--- config.mk ---
export PLATFORM = sky130hd
export DESIGN_NAME = mouse_receiver
export DESIGN_NICKNAME = d
export VERILOG_FILES = /design/src/rtl/mouse_receiver.sv
export SDC_FILE = /design/constraint.sdc
export NUM_CORES = 1
export LEC_CHECK = 0
export ABC_AREA = 1
export CORE_MARGIN = 2
export CORE_UTILIZATION = 53
export DETAILED_ROUTE_END_ITERATION = 16
export PLACE_DENSITY = 0.84
export SLEW_MARGIN = 10
export SYNTH_ARGS = -nofsm -noshare
export SYNTH_HDL_FRONTEND = slang
export SYNTH_SLANG_ARGS = --single-unit
--- constraint.sdc ---
create_clock -name CLK -period 2 [get_ports CLK]
set_clock_uncertainty 0.1 [all_clocks]
set_input_delay 0.3 -clock CLK [delete_from_list [all_inputs] [get_ports CLK]]
set_output_delay 0.3 -clock CLK [all_outputs]
set_load 0.1 [all_outputs]
--- src/rtl/mouse_receiver.sv ---
// PS/2 mouse receive path: synchronizes the PS/2 clock/data pins, deframes
// 11-bit frames (start, 8 data LSB-first, odd parity, stop) and reports each byte with error flags.
module mouse_receiver #(
    parameter int unsigned TIMEOUT_CYCLES = 50000
) (
    input  logic       CLK,
    input  logic       RESET_N,
    input  logic       CLK_MOUSE_IN,
    input  logic       DATA_MOUSE_IN,
    input  logic       READ_ENABLE,
    output logic       BYTE_READ,
    output logic [1:0] BYTE_ERROR_CODE,
    output logic [7:0] BYTE
);

    localparam int unsigned TO_W = $clog2(TIMEOUT_CYCLES + 1);
    localparam logic [TO_W-1:0] TO_LAST = TO_W'(TIMEOUT_CYCLES - 1);

    typedef enum logic [2:0] {
        IDLE   = 3'd0,
        DATA   = 3'd1,
        PARITY = 3'd2,
        STOP   = 3'd3,
        DONE   = 3'd4
    } state_t;

    state_t          state, state_nxt;
    logic            clk_meta, clk_sync, clk_prev;
    logic            data_meta, data_sync;
    logic [2:0]      bit_cnt, bit_cnt_nxt;
    logic [TO_W-1:0] timeout_cnt, timeout_nxt;
    logic [7:0]      shift_reg, shift_nxt;
    logic            parity_bit, parity_bit_nxt;
    logic            stop_err, stop_err_nxt;
    logic            fe_c;
    logic            in_frame_c;

    // Clock flops reset high so releasing reset never looks like a falling edge.
    always_ff @(posedge CLK or negedge RESET_N) begin
        if (!RESET_N) begin
            clk_meta  <= 1'b1;
            clk_sync  <= 1'b1;
            clk_prev  <= 1'b1;
            data_meta <= 1'b0;
            data_sync <= 1'b0;
        end else begin
            clk_meta  <= CLK_MOUSE_IN;
            clk_sync  <= clk_meta;
            clk_prev  <= clk_sync;
            data_meta <= DATA_MOUSE_IN;
            data_sync <= data_meta;
        end
    end

    assign fe_c       = clk_prev & ~clk_sync;
    assign in_frame_c = (state == DATA) || (state == PARITY) || (state == STOP);

    // Frame sequencing, bit collection and inter-edge timeout.
    always_comb begin
        state_nxt      = state;
        bit_cnt_nxt    = bit_cnt;
        shift_nxt      = shift_reg;
        parity_bit_nxt = parity_bit;
        stop_err_nxt   = stop_err;
        timeout_nxt    = fe_c ? '0 : timeout_cnt + TO_W'(1);

        case (state)
            IDLE: begin
                timeout_nxt = '0;
                bit_cnt_nxt = '0;
                if (fe_c && !data_sync && READ_ENABLE) begin
                    state_nxt = DATA;
                end
            end
            DATA: begin
                if (fe_c) begin
                    shift_nxt = {data_sync, shift_reg[7:1]};
                    if (bit_cnt == 3'd7) begin
                        bit_cnt_nxt = '0;
                        state_nxt   = PARITY;
                    end else begin
                        bit_cnt_nxt = bit_cnt + 3'd1;
                    end
                end
            end
            PARITY: begin
                if (fe_c) begin
                    parity_bit_nxt = data_sync;
                    state_nxt      = STOP;
                end
            end
            STOP: begin
                if (fe_c) begin
                    stop_err_nxt = ~data_sync;
                    state_nxt    = DONE;
                end
            end
            DONE: begin
                timeout_nxt = '0;
                state_nxt   = IDLE;
            end
            default: begin
                timeout_nxt = '0;
                state_nxt   = IDLE;
            end
        endcase

        // A stalled mouse clock abandons the frame, even if an edge arrives this cycle.
        if (in_frame_c && (timeout_cnt == TO_LAST)) begin
            state_nxt   = IDLE;
            bit_cnt_nxt = '0;
            timeout_nxt = '0;
            shift_nxt   = shift_reg;
        end
    end

    always_ff @(posedge CLK or negedge RESET_N) begin
        if (!RESET_N) begin
            state       <= IDLE;
            bit_cnt     <= '0;
            timeout_cnt <= '0;
            shift_reg   <= '0;
            parity_bit  <= 1'b0;
            stop_err    <= 1'b0;
        end else begin
            state       <= state_nxt;
            bit_cnt     <= bit_cnt_nxt;
            timeout_cnt <= timeout_nxt;
            shift_reg   <= shift_nxt;
            parity_bit  <= parity_bit_nxt;
            stop_err    <= stop_err_nxt;
        end
    end

    // Delivery registers; byte and error code hold until the next completed frame.
    always_ff @(posedge CLK or negedge RESET_N) begin
        if (!RESET_N) begin
            BYTE_READ       <= 1'b0;
            BYTE            <= 8'h00;
            BYTE_ERROR_CODE <= 2'b00;
        end else begin
            BYTE_READ <= (state == DONE);
            if (state == DONE) begin
                BYTE            <= shift_reg;
                BYTE_ERROR_CODE <= {stop_err, ~(^{shift_reg, parity_bit})};
            end
        end
    end

endmodule

==> run_results.csv, run 1 <==
group,metric,value,unit
routing,drtPass1Iterations,4,
floorplan,die_x,72.4,um
cells_and_area,multiInputGateArea,0.00108,mm^2
routing,vias_per_cell,5.14,
synth,syn-num-nets,302,
synth,synth_cells,294,
synth,yosysTopAreaCell,"dfrtp_1",
critical_path,path_class,"flop to flop",
sta,setup_viol,0,
power,ir_drop,681,uV
clock_network,cts_tree,"done",
cells_and_area,final_nets,323,
clock_network,clock_latency,0.30,ns
routing,drt-initial-drc-count,144,
cells_and_area,seq_area,0.00120,mm^2
cells_and_area,fin_util,0.634,
cells_and_area,diodes,0,
sta,rsz0062_at_grt,"no",
global_routing,grt_pass1_vias,1814,
floorplan,die_h,72.4,um
cells_and_area,fin_area,0.00282,mm^2
critical_path,crit_path_end_kind,"flop",
routing,routedWlPerCell,12.1,um
critical_path,cp_max_fo,16,
floorplan,core_area,0.00444,mm^2
global_routing,grt_antenna_before_repair,0,
sta,slew_headroom,0.619,
clock_network,clkSlewWorstSetupHoldPaths,0.09,ns
placed_design,hpwlAfterDp,3.22,mm
sta,clock.fmax,563,MHz
synth,syn-cell-area,0.00248,mm^2
placed_design,dp_cells,359,
clock_network,cts_buffers,5,
placed_design,io_buffers,15,
sta,post-route-min-period,1.78,ns
worst_hold_path,hp-start,"clk_meta",
placed_design,place.gp.congestion,0.894,
critical_path,required,2.12,ns
synth,avgSynthCellArea,8.43,um^2
synth,ys_warn_count,0,
routing,vias,1893,
critical_path,crit_path_start_kind,"flop",
sta,tightest_slew,0.568,ns
synth,synth_area_leaders,"dfrtp_1, nand2_1, inv_1",
power,power,3.73,mW
status,outcome,"complete, no violations",
routing,post-route-drc-count,0,
sta,hold_viol_final,0,
clock_network,root_buffer,"clkbuf_8",
global_routing,gr-total-overflow,0,
job,cap_violations,0,
floorplan,rows,24,
sta,fin_tns_setup,0,ns
cells_and_area,largest_reg_flops,16,
placed_design,placed_area,0.00265,mm^2
synth,synth_cell_types,34,
power,power.leakage,1.37,nW
critical_path,critPathArrivalTime,1.90,ns
cells_and_area,area_growth,13.6,%
critical_path,r2r_start,"timeout_cnt[1]",
floorplan,io_pins,16,
clock_network,cts_num_sinks,48,
power,powerDensity,1330,mW/mm^2
floorplan,initial_utilization,0.558,
cells_and_area,layoutNonFillerInstCount,368,
cells_and_area,drive_gt1_frac,0.187,
routing,final_antenna_net_count,0,
sta,fin_crit_sh,0.889,
worst_hold_path,min_path_type,"flop to flop",
synth,yosysSeqAreaShare,0.486,
cells_and_area,fillers,374,
synth,ys_ff_latch,48,
clock_network,ctsHtreeMaxLevel,2,
global_routing,grt_max_degree,49,
clock_network,clockBufferDepth,2,
clock_network,cts_resized,0,
global_routing,grt.total_usage,0.191,
synth,yosysTopAreaCellShare,0.454,
floorplan,dieArea,0.00524,mm^2
critical_path,startpoint,"timeout_cnt[1]",
global_routing,grt_first_pass_wirelength,7.88,mm
routing,wl,4.46,mm
sta,maxSlewViolCount,0,
-- power breakdown --
part	total [mW]	internal, mW	switching, mW
clock	0.947	0.625	0.322
combinational	1.46	0.424	1.04
sequential	1.33	1.16	0.168
-- worst max-delay path: stages (launching register included) --
cell,delay (ns)
dfrtp_1,0.37
ha_1,0.19
nand3_1,0.15
nor2_1,0.16
nand3_2,0.32
nand3_4,0.26
nand2_1,0.08
o21ai_0,0.07
-- synthesized netlist by cell type, drive strengths merged --
cell type	instances
a31oi	2
nor3	9
or2	2
o21ai	19
xor2	2
o211ai	2
nor3b	2
and2	1
o21bai	1
buf	4
inv	40
ha	3
nand4	8
nand2	84
dfrtp	45
and3	1
xnor2	4
a21oi	5
nor2	36
nand3	21
dfstp	3
-- per-stage QoR --
| step | hold slack [ns] | setup WS (ns) |
|---|---|---|
| CTS | 0.262 | 0.220 |
| global route | 0.262 | 0.0661 |
| floorplan | -0.0956 | 0.498 |
| global placement | 0.199 | 0.319 |
| finish | 0.260 | 0.222 |
| detailed placement | 0.206 | 0.244 |
-- path summary, 6_finish.rpt --
path / slack [ns] / endpoint / cells after the start
max: 0.22 / shift_reg[7] / 7
min: 0.26 / clk_sync / 0
max reg2reg: 0.22 / shift_reg[7] / 7
min reg2reg: 0.26 / clk_sync / 0
max in group asynchronous: 1.14 / clk_prev / 3
min in group asynchronous: 0.40 / timeout_cnt[14] / 3
-- metal layers --
| layer | global-route usage | vias up | wire (um) |
|---|---|---|---|
| li1 | - | 975 | - |
| met1 | 0.250 | 864 | 2110 |
| met2 | 0.320 | 49 | 2090 |
| met3 | 0.0431 | 5 | 208 |
| met4 | 0.0535 | 0 | 51 |
| met5 | 0 | - | 0 |
-- layout make-up --
cell class / instances / area share
Tap cell: 52 / 0.0231
Clock inverter: 3 / 0.0320
Sequential cell: 48 / 0.428
Clock buffer: 5 / 0.0244
Inverter: 40 / 0.0533
Timing Repair Buffer: 18 / 0.0551
Multi-Input combinational cell: 202 / 0.385
-- layout by cell type, fill, tap and decap left out, types with 5 or more instances in the layout --
cell,n
a21oi_1,5
buf_4,12
clkbuf_8,5
dfrtp_1,45
inv_1,35
inv_2,5
nand2_1,76
nand2_2,5
nand3_1,19
nand4_1,8
nor2_1,28
nor3_1,8
o21ai_0,11
o21ai_2,8
-- cells by family after synthesis --
family / share of synthesized area
and+or+nand+nor: 0.326
DFF: 0.486
buffers and inverters: 0.0772
AOI/OAI and AO/OA: 0.0747
xor gates and xnor gates: 0.0212
adders and majority gates: 0.0151
-- repair_timing --
item / CTS / global route
hold buffers: 1 / 0
hold endpoints to repair: 45 / 0
setup buffers: 0 / 0
No activity file was read; power rests on OpenSTA's default activity.
==> inputs of run 2 (changes only) <==
CORE_MARGIN = 1   (was 2)
==> run_results.csv, run 2 (synthesis gave the netlist of run 1 again) <==
group,metric,value,unit
critical_path,crit_path_end_kind,"flop",
clock_network,root_buffer,"clkbuf_8",
sta,hold_viol_final,25,
global_routing,gr-usage-met2,0.307,
critical_path,cp_slowest_cell,"dfrtp_1",
power,ir_drop,859,uV
cells_and_area,drive_gt1_frac,0.182,
sta,rsz0062_at_grt,"no",
sta,fin_crit_sh,0.915,
cells_and_area,fin_area,0.00273,mm^2
cells_and_area,largest_reg_flops,16,
clock_network,ctsHtreeMaxLevel,2,
sta,setup_viol,0,
clock_network,clkSlewWorstSetupHoldPaths,0.08,ns
global_routing,gr-total-overflow,0,
clock_network,post_cts_buffers,0,
power,powerDensity,1240,mW/mm^2
routing,routedWlPerCell,12.0,um
routing,vias,1914,
clock_network,cts_tree,"done",
placed_design,placed_area,0.00263,mm^2
cells_and_area,final_nets,321,
placed_design,place.gp.congestion,0.908,
global_routing,busiest_layer,"met2",
global_routing,grt.total_usage,0.198,
sta,fin_hold_ws,-0.0164,ns
cells_and_area,final_common_cell,"nand2_1",
cells_and_area,fillers,368,
cells_and_area,area_growth,9.89,%
critical_path,critPathMaxStageDelay,0.36,ns
routing,drtPass1Iterations,4,
critical_path,path_cells,"ha_1 > nand3_1 > nor2_1 > nand3_2 > nand3_4 > nand2_1 > o21ai_0",
global_routing,grt_util_met3,0.0404,
power,power.leakage,1.33,nW
cells_and_area,diodes,0,
sta,tightest_slew,0.579,ns
critical_path,path_class,"flop to flop",
routing,post-route-drc-count,0,
floorplan,core_area,0.00441,mm^2
routing,final_antenna_net_count,0,
clock_network,cts_resized,0,
global_routing,grtUsageMet1,0.284,
routing,vias_per_cell,5.24,
sta,maxSlewViolCount,0,
status,outcome,"finished, violations left",
critical_path,critPathArrivalTime,1.94,ns
cells_and_area,multiInputGateArea,0.00108,mm^2
floorplan,initial_utilization,0.562,
clock_network,clock_latency,0.29,ns
floorplan,dieArea,0.00496,mm^2
critical_path,critPathBufInv,0,
worst_hold_path,min_path_type,"input pin to asynchronous set/reset pin",
routing,drt-initial-drc-count,162,
placed_design,hpwlAfterDp,3.29,mm
status,failed_checks,"hold timing",
job,cap_violations,0,
clock_network,clockBufferDepth,2,
sta,slew_headroom,0.614,
global_routing,grt_first_pass_wirelength,7.83,mm
floorplan,io_pins,16,
floorplan,die_h,70.4,um
global_routing,grt_antenna_before_repair,0,
critical_path,required,2.11,ns
critical_path,crit_path_start_kind,"flop",
clock_network,cts_num_sinks,48,
sta,post-route-min-period,1.83,ns
clock_network,ctsHoldBuffers,0,
global_routing,grt_max_degree,49,
routing,wl,4.37,mm
critical_path,path_delay_family,"simple AND/OR/NAND/NOR gates",
floorplan,rows,24,
clock_network,cts_buffers,5,
sta,clock.fmax,546,MHz
cells_and_area,final_cell_mix,"nand2_1, dfrtp_1, inv_1",
critical_path,cp_max_fo,16,
cells_and_area,seq_area,0.00120,mm^2
sta,fin_tns_setup,0,ns
floorplan,die_x,70.4,um
global_routing,grt_pass1_vias,1800,
placed_design,io_buffers,15,
run 2: cell type report:
| type | count | share of cell area |
|---|---|---|
| clock buffer | 7 | 0.0354 |
| multi-input combinational | 202 | 0.398 |
| inverter | 40 | 0.0551 |
| tap | 52 | 0.0239 |
| timing repair buffer | 16 | 0.0459 |
| sequential | 48 | 0.442 |
run 2: per-stage QoR:
step           power, mW  worst slack [ns]   util  cells  hold slack, ns
2_1_floorplan       2.52             0.498      -    294         -0.0956
3_3_place_gp        2.74             0.314  0.596    358           0.236
3_5_place_dp        2.80             0.188  0.596    358           0.240
4_1_cts             3.41             0.164  0.617    365         0.00456
5_1_grt             3.64            0.0376  0.617    365          0.0541
6_report            3.37             0.170  0.617    365         -0.0164
run 2: routing by layer:
layer / wire length [um] / part of all wire
met2: 2000 / 0.46
met5: 0 / 0
met4: 44 / 0.010
met3: 151 / 0.035
met1: 2180 / 0.50
run 2: power breakdown:
group          switching [mW]  leakage, nW  total, mW  internal, mW
logic                    1.03        0.643       1.45         0.421
registers               0.163        0.638       1.32          1.16
clock network           0.291       0.0503      0.599         0.308
run 2: final timing paths:
kind                                startpoint        endpoint  slack, ns  depth (start not counted)
worst max-delay path            timeout_cnt[0]    shift_reg[7]       0.17                          7
worst min-delay path                   RESET_N  timeout_cnt[6]      -0.02                          2
worst max register to register  timeout_cnt[0]    shift_reg[7]       0.17                          7
worst min register to register       data_meta       data_sync       0.25                          0
max in group asynchronous              RESET_N      bit_cnt[1]       1.42                          2
min in group CLK                     data_meta       data_sync       0.25                          0
run 2: worst register-to-register path: stages (launching register included):
cell and delay, ns:
dfrtp_1 0.36, ha_1 0.19, nand3_1 0.16, nor2_1 0.17
nand3_2 0.33, nand3_4 0.28, nand2_1 0.08, o21ai_0 0.08
==> inputs of run 3 (changes only) <==
CELL_PAD_IN_SITES_DETAIL_PLACEMENT = 1   (was unset)
CELL_PAD_IN_SITES_GLOBAL_PLACEMENT = 1   (was unset)
CORE_UTILIZATION = 44   (was 53)
CTS_CLUSTER_SIZE = 10   (was unset)
PLACE_DENSITY = 0.89   (was 0.84)
==> run_results.csv, run 3 (synthesis gave the netlist of run 1 again) <==
group,metric,value,unit
status,outcome,"complete, no violations",
critical_path,crit_path_start_kind,"flop",
cells_and_area,final_nets,325,
sta,slew_headroom,0.760,
worst_hold_path,min_path_type,"flop to flop",
clock_network,clock_latency,0.31,ns
sta,setup_viol,0,
placed_design,hpwlAfterDp,4.17,mm
clock_network,clockBufferDepth,2,
power,powerDensity,1220,mW/mm^2
sta,post-route-min-period,1.80,ns
routing,final_antenna_net_count,0,
power,net-switching-power,1.55,mW
worst_hold_path,holdPathEnd,"clk_sync",
sta,rsz0062_at_grt,"no",
floorplan,initial_utilization,0.471,
sta,clock.fmax,557,MHz
power,switching_share,0.455,
critical_path,reg2reg_depth,7,
worst_hold_path,hp-start,"clk_meta",
routing,vias,1954,
floorplan,io_pins,16,
global_routing,grt_first_pass_wirelength,9.78,mm
critical_path,required,2.11,ns
critical_path,path_common_cell,"nand3_4",
worst_hold_path,hold_depth,0,
cells_and_area,drive_gt1_frac,0.192,
critical_path,cp_slowest_cell,"dfrtp_1",
critical_path,path_cells,"ha_1 > nand3_1 > nor2_1 > nand3_4 > nand3_4 > nand2_1 > o21ai_0",
critical_path,critPathArrivalTime,1.90,ns
sta,tightest_slew,0.359,ns
global_routing,gr-total-overflow,0,
sta,fin_tns_setup,0,ns
power,ir_drop,523,uV
cells_and_area,layoutNonFillerInstCount,388,
floorplan,rows,26,
routing,post-route-drc-count,0,
clock_network,cts_tree,"done",
floorplan,dieArea,0.00594,mm^2
routing,wl,5.63,mm
floorplan,core_area,0.00527,mm^2
placed_design,io_buffers,15,
routing,drt-initial-drc-count,131,
cells_and_area,final_common_cell,"nand2_1",
clock_network,clkSlewWorstSetupHoldPaths,0.09,ns
global_routing,grt_max_degree,49,
global_routing,grt_pass1_vias,2113,
critical_path,crit_path_end_kind,"flop",
critical_path,critPathBufInv,0,
job,cap_violations,0,
clock_network,cts_buffers,5,
clock_network,post_cts_buffers,0,
power,power.leakage,1.35,nW
cells_and_area,fin_area,0.00280,mm^2
floorplan,die_x,77.1,um
critical_path,r2r_start,"timeout_cnt[1]",
placed_design,dp_cells,379,
cells_and_area,area_growth,13.0,%
clock_network,root_buffer,"clkbuf_8",
sta,fin_crit_sh,0.898,
cells_and_area,diodes,0,
clock_network,ctsHtreeMaxLevel,2,
routing,drtPass1Iterations,4,
floorplan,die_h,77.1,um
clock_network,cts_num_sinks,48,
power,pwr-share-comb,0.438,
sta,hold_viol_final,0,
placed_design,place.gp.congestion,0.823,
cells_and_area,fin_util,0.532,
critical_path,r2r-end,"shift_reg[1]",
power,intPower,1.86,mW
placed_design,placed_area,0.00269,mm^2
sta,maxSlewViolCount,0,
critical_path,path_delay_family,"simple AND/OR/NAND/NOR gates",
cells_and_area,largest_reg_flops,16,
critical_path,r2r_slack,0.20,ns
cells_and_area,final_cell_mix,"nand2_1, dfrtp_1, inv_1",
global_routing,grt_antenna_before_repair,0,
critical_path,cp_max_fo,16,
global_routing,grt.total_usage,0.213,
routing,routedWlPerCell,14.5,um
power,pwr-share-seq,0.381,
critical_path,crit_cells,7,
power,clockPowerShare,0.181,
routing,vias_per_cell,5.04,
critical_path,critPathMaxStageDelay,0.37,ns
critical_path,path_class,"flop to flop",
[run 3: stage by stage]
step           setup WS (ns)  total power [mW]  hold slack (ns)
2_1_floorplan          0.498              2.52          -0.0956
6_report               0.204              3.41            0.258
4_1_cts               0.0916              3.44            0.261
5_1_grt               0.0898              3.67            0.262
3_3_place_gp           0.301              2.73            0.203
3_5_place_dp           0.198              2.81            0.207
[run 3: power groups by stage]
stage | logic (mW) | clock network (mW) | registers [mW]
3_5_place_dp | 1.49 | 0 | 1.32
2_1_floorplan | 0.882 | 0 | 1.64
5_1_grt | 1.67 | 0.678 | 1.32
6_report | 1.49 | 0.618 | 1.30
4_1_cts | 1.51 | 0.632 | 1.30
3_3_place_gp | 1.43 | 0 | 1.31
[run 3: worst max-delay path by stage]
stage / start / endpoint / slack (ns)
floorplan: timeout_cnt[0] / timeout_cnt[3] / 0.50
global placement: timeout_cnt[0] / timeout_cnt[3] / 0.30
detailed placement: timeout_cnt[1] / shift_reg[0] / 0.20
CTS: timeout_cnt[1] / shift_reg[1] / 0.09
global route: timeout_cnt[0] / shift_reg[1] / 0.09
finish: timeout_cnt[1] / shift_reg[1] / 0.20
[run 3: final cells by class]
| type | count | area (um^2) |
|---|---|---|
| Fill cell | 665 | 2470 |
| Sequential cell | 48 | 1200 |
| Multi-Input combinational cell | 202 | 1090 |
| Timing Repair Buffer | 20 | 170 |
| Inverter | 40 | 150 |
| Tap cell | 70 | 87.6 |
| Clock buffer | 6 | 82.6 |
| Clock inverter | 2 | 15.0 |
[run 3: worst reg2reg max path: cells and delay by family, from the launching register on]
kind                     cells  cell delay, ns
AO/OA/AOI/OAI                1            0.11
AND/OR/NAND/NOR              5            0.93
adder cells (fa/ha/maj)      1            0.19
flip-flops                   1            0.37
[run 3: repair_timing]
item | CTS | global route
hold buffers | 1 | 0
gates resized for setup | 0 | 1
hold endpoints to repair | 45 | 0
endpoints found under the setup margin | 0 | 1
[run 3: layer usage]
metal / global-route usage / share of wire
met2: 0.353 / 0.49
met3: 0.0405 / 0.031
met1: 0.274 / 0.46
met4: 0.0830 / 0.020
met5: 0 / 0
==> variant: new RTL, flow settings as in run 1 <==
Take the reset off `shift_reg` and load it in a clocked block of its own.
--- a/src/rtl/mouse_receiver.sv
+++ b/src/rtl/mouse_receiver.sv
@@ -120,5 +120,4 @@
             bit_cnt     <= '0;
             timeout_cnt <= '0;
-            shift_reg   <= '0;
             parity_bit  <= 1'b0;
             stop_err    <= 1'b0;
@@ -127,8 +126,11 @@
             bit_cnt     <= bit_cnt_nxt;
             timeout_cnt <= timeout_nxt;
-            shift_reg   <= shift_nxt;
             parity_bit  <= parity_bit_nxt;
             stop_err    <= stop_err_nxt;
         end
+    end
+
+    always_ff @(posedge CLK) begin
+        shift_reg <= shift_nxt;
     end
 
Behaviour: no difference found for any inputs over 10 cycles, from zero or initial values and one cycle with RESET_N low; that may be too few to reach the edited logic, so the function may still have changed.
==> variant against run 1 <==
- worst hold slack got worse by 0.0038 ns
- die area down 3.7%
- routed wire length down 5.6%
- sequential share of layout area grew 3.6 points
- worst setup slack improved by 0.058 ns
- critical path depth unchanged
- total power is 6.9% lower
- global-route usage grew 0.55 points
- count of clock-buffer cells in the layout is the same
- via count down 4.3%
- clock power fell by 40%
- cell area down 4.8%
- area after synthesis shrank 3.9%
- sequential cell count unchanged
==> variant: results (changes against run 1) <==
metric	value	unit	change
dpl hpwl	3120	um	-3.3%
Psw	1.66	mW	+8.6%
Worst Reg2Reg Path Length in Cells	7		unchanged
Worst Path Arrival	1.64	ns	-0.26 ns
Num CTS Buffers	5		unchanged
Initial DRC Count	155		+7.6%
gpl congestion	0.888		-0.64%
VDD IR max	0.692	mV	+1.7%
CP max FO	8		-8
Yosys cell types	33		-2.9%
max incr delay on CP	0.39	ns	+0.02 ns
first-pass GRT wire length	7800	um	-0.96%
Worst-path clk slew	0.09	ns	about the same
largest cells by area after synthesis	dfrtp_1 (39%), nand2_1 (12%), edfxtp_1 (10%), inv_1 (6.0%), nor2_1 (4.6%)		
number of flip-flops in the largest register	16		unchanged
Worst R2R End	shift_reg[7]		
number of fill cells in the layout	347		-7.2%
Startpoint Class	register		
Setup crit end	shift_reg[7]		
net count after synthesis	287		-5.0%
WL/cell	11.8	um	-2.4%
Worst-Margin Slew	0.492	ns	-0.0756 ns
Seq/Total Area, Yosys	0.523		+0.0367
cell at the slowest stage of the critical path	dfrtp_1		
Reg-to-Reg Start	timeout_cnt[0]		
outcome	complete, no violations		
Via density	5.09		-1.1%
Cell Area, Placed	2590	sq um	-2.3%
fin nets	311		-3.7%
R2R setup slack	0.28	ns	+0.06 ns
maximum clock path buffer count	2		unchanged
I/O Buffers	15		unchanged
Yosys warnings	0		unchanged
Pleak	1.31	nW	-4.8%
commonest cells in the netlist	nand2_1 (76), inv_1 (38), dfrtp_1 (37)		
share of layout cells above drive strength 1	0.151		-0.0354
Ant. Diodes	0		unchanged
number of global-route vias before repair	1800		-0.77%
hold crit path type	register to register		
Post-synth EDFFs	8		+8
Worst-Skew Late Latency	0.30	ns	about the same
CTS HTree Levels	2		unchanged
asr flop ratio synth	0.833		-0.167
Top delay family on crit path	simple AND/OR/NAND/NOR gates		
DR pass1 iterations	5		+1
worst hold slack	0.256	ns	-0.00378 ns
all-layer global routing usage	0.196		+0.00552
root buf cell	clkbuf_8		
largest net degree at the start of global routing	41		-16%
## variant: changes by cell type after synthesis, moves of 6 or more
cell | run 1 | this run
dfrtp_1 | 45 | 37
edfxtp_1 | 0 | 8
o21ai_0 | 11 | 3
o21ai_1 | 0 | 6
o21ai_2 | 8 | 0
## variant: power by group through the flow
stage	Combinational [mW]	Clock (mW)	Sequential, mW
after floorplan	0.636	0	1.96
after global placement	1.58	0	1.32
after detailed placement	1.61	0	1.33
after CTS	1.61	0.586	1.31
after global routing	1.74	0.623	1.34
final	1.60	0.564	1.31
## variant: per-stage QoR
stage	std cells	total power, mW	setup slack, ns
6_report	356	3.48	0.280
5_1_grt	356	3.70	0.140
4_1_cts	356	3.51	0.262
3_5_place_dp	347	2.94	0.296
3_3_place_gp	347	2.90	0.379
2_1_floorplan	279	2.59	0.0308
## variant: layout make-up
type	instances	area, sq um	share of cell area
clock buffers	5	68.8	0.0256
clock inverters	3	17.5	0.00653
inverters	42	160	0.0597
multi-input cells	188	972	0.362
flip-flops and latches	48	1240	0.464
well taps	52	65.1	0.0242
repair buffers	18	155	0.0578
## variant: metal layers
layer  wire, um  vias to the layer above  part of all wire  GRT usage
li1           -                      933                 -          -
met1       1870                      836              0.44      0.255
met2       2090                       38              0.50      0.321
met3        187                        5             0.044     0.0370
met4         67                        0             0.016     0.0901
met5          0                        -                 0          0
## variant: what timing repair did
action,in CTS,in global routing
hold buffers,1,0
setup buffers,0,0
resized for setup,0,0
hold endpoints to repair,37,0
endpoints found under the setup margin,0,0
## variant: kinds of logic after synthesis
kind of cell | Yosys count | share of synthesized area
xor+xnor | 6 | 0.0221
compound gates | 17 | 0.0394
buf+inv | 43 | 0.0693
fa+ha+maj | 3 | 0.0158
flops | 48 | 0.523
simple gates | 162 | 0.331
## variant: worst register-to-register path: cells and delay by family, from the launching register on
family,cells,cell delay [ns]
buffers and inverters,1,0.21
AND/OR/NAND/NOR,5,0.53
flip-flops,1,0.39
adder cells (fa/ha/maj),1,0.22
## variant: how the worst min path moves through the flow
stage          startpoint        endpoint  cells past startpoint
5_1_grt         data_meta       data_sync                      0
3_5_place_dp      RESET_N  timeout_cnt[5]                      2
6_report        data_meta       data_sync                      0
3_3_place_gp      RESET_N  timeout_cnt[5]                      2
4_1_cts         data_meta       data_sync                      0
2_1_floorplan     RESET_N         BYTE[0]                      0
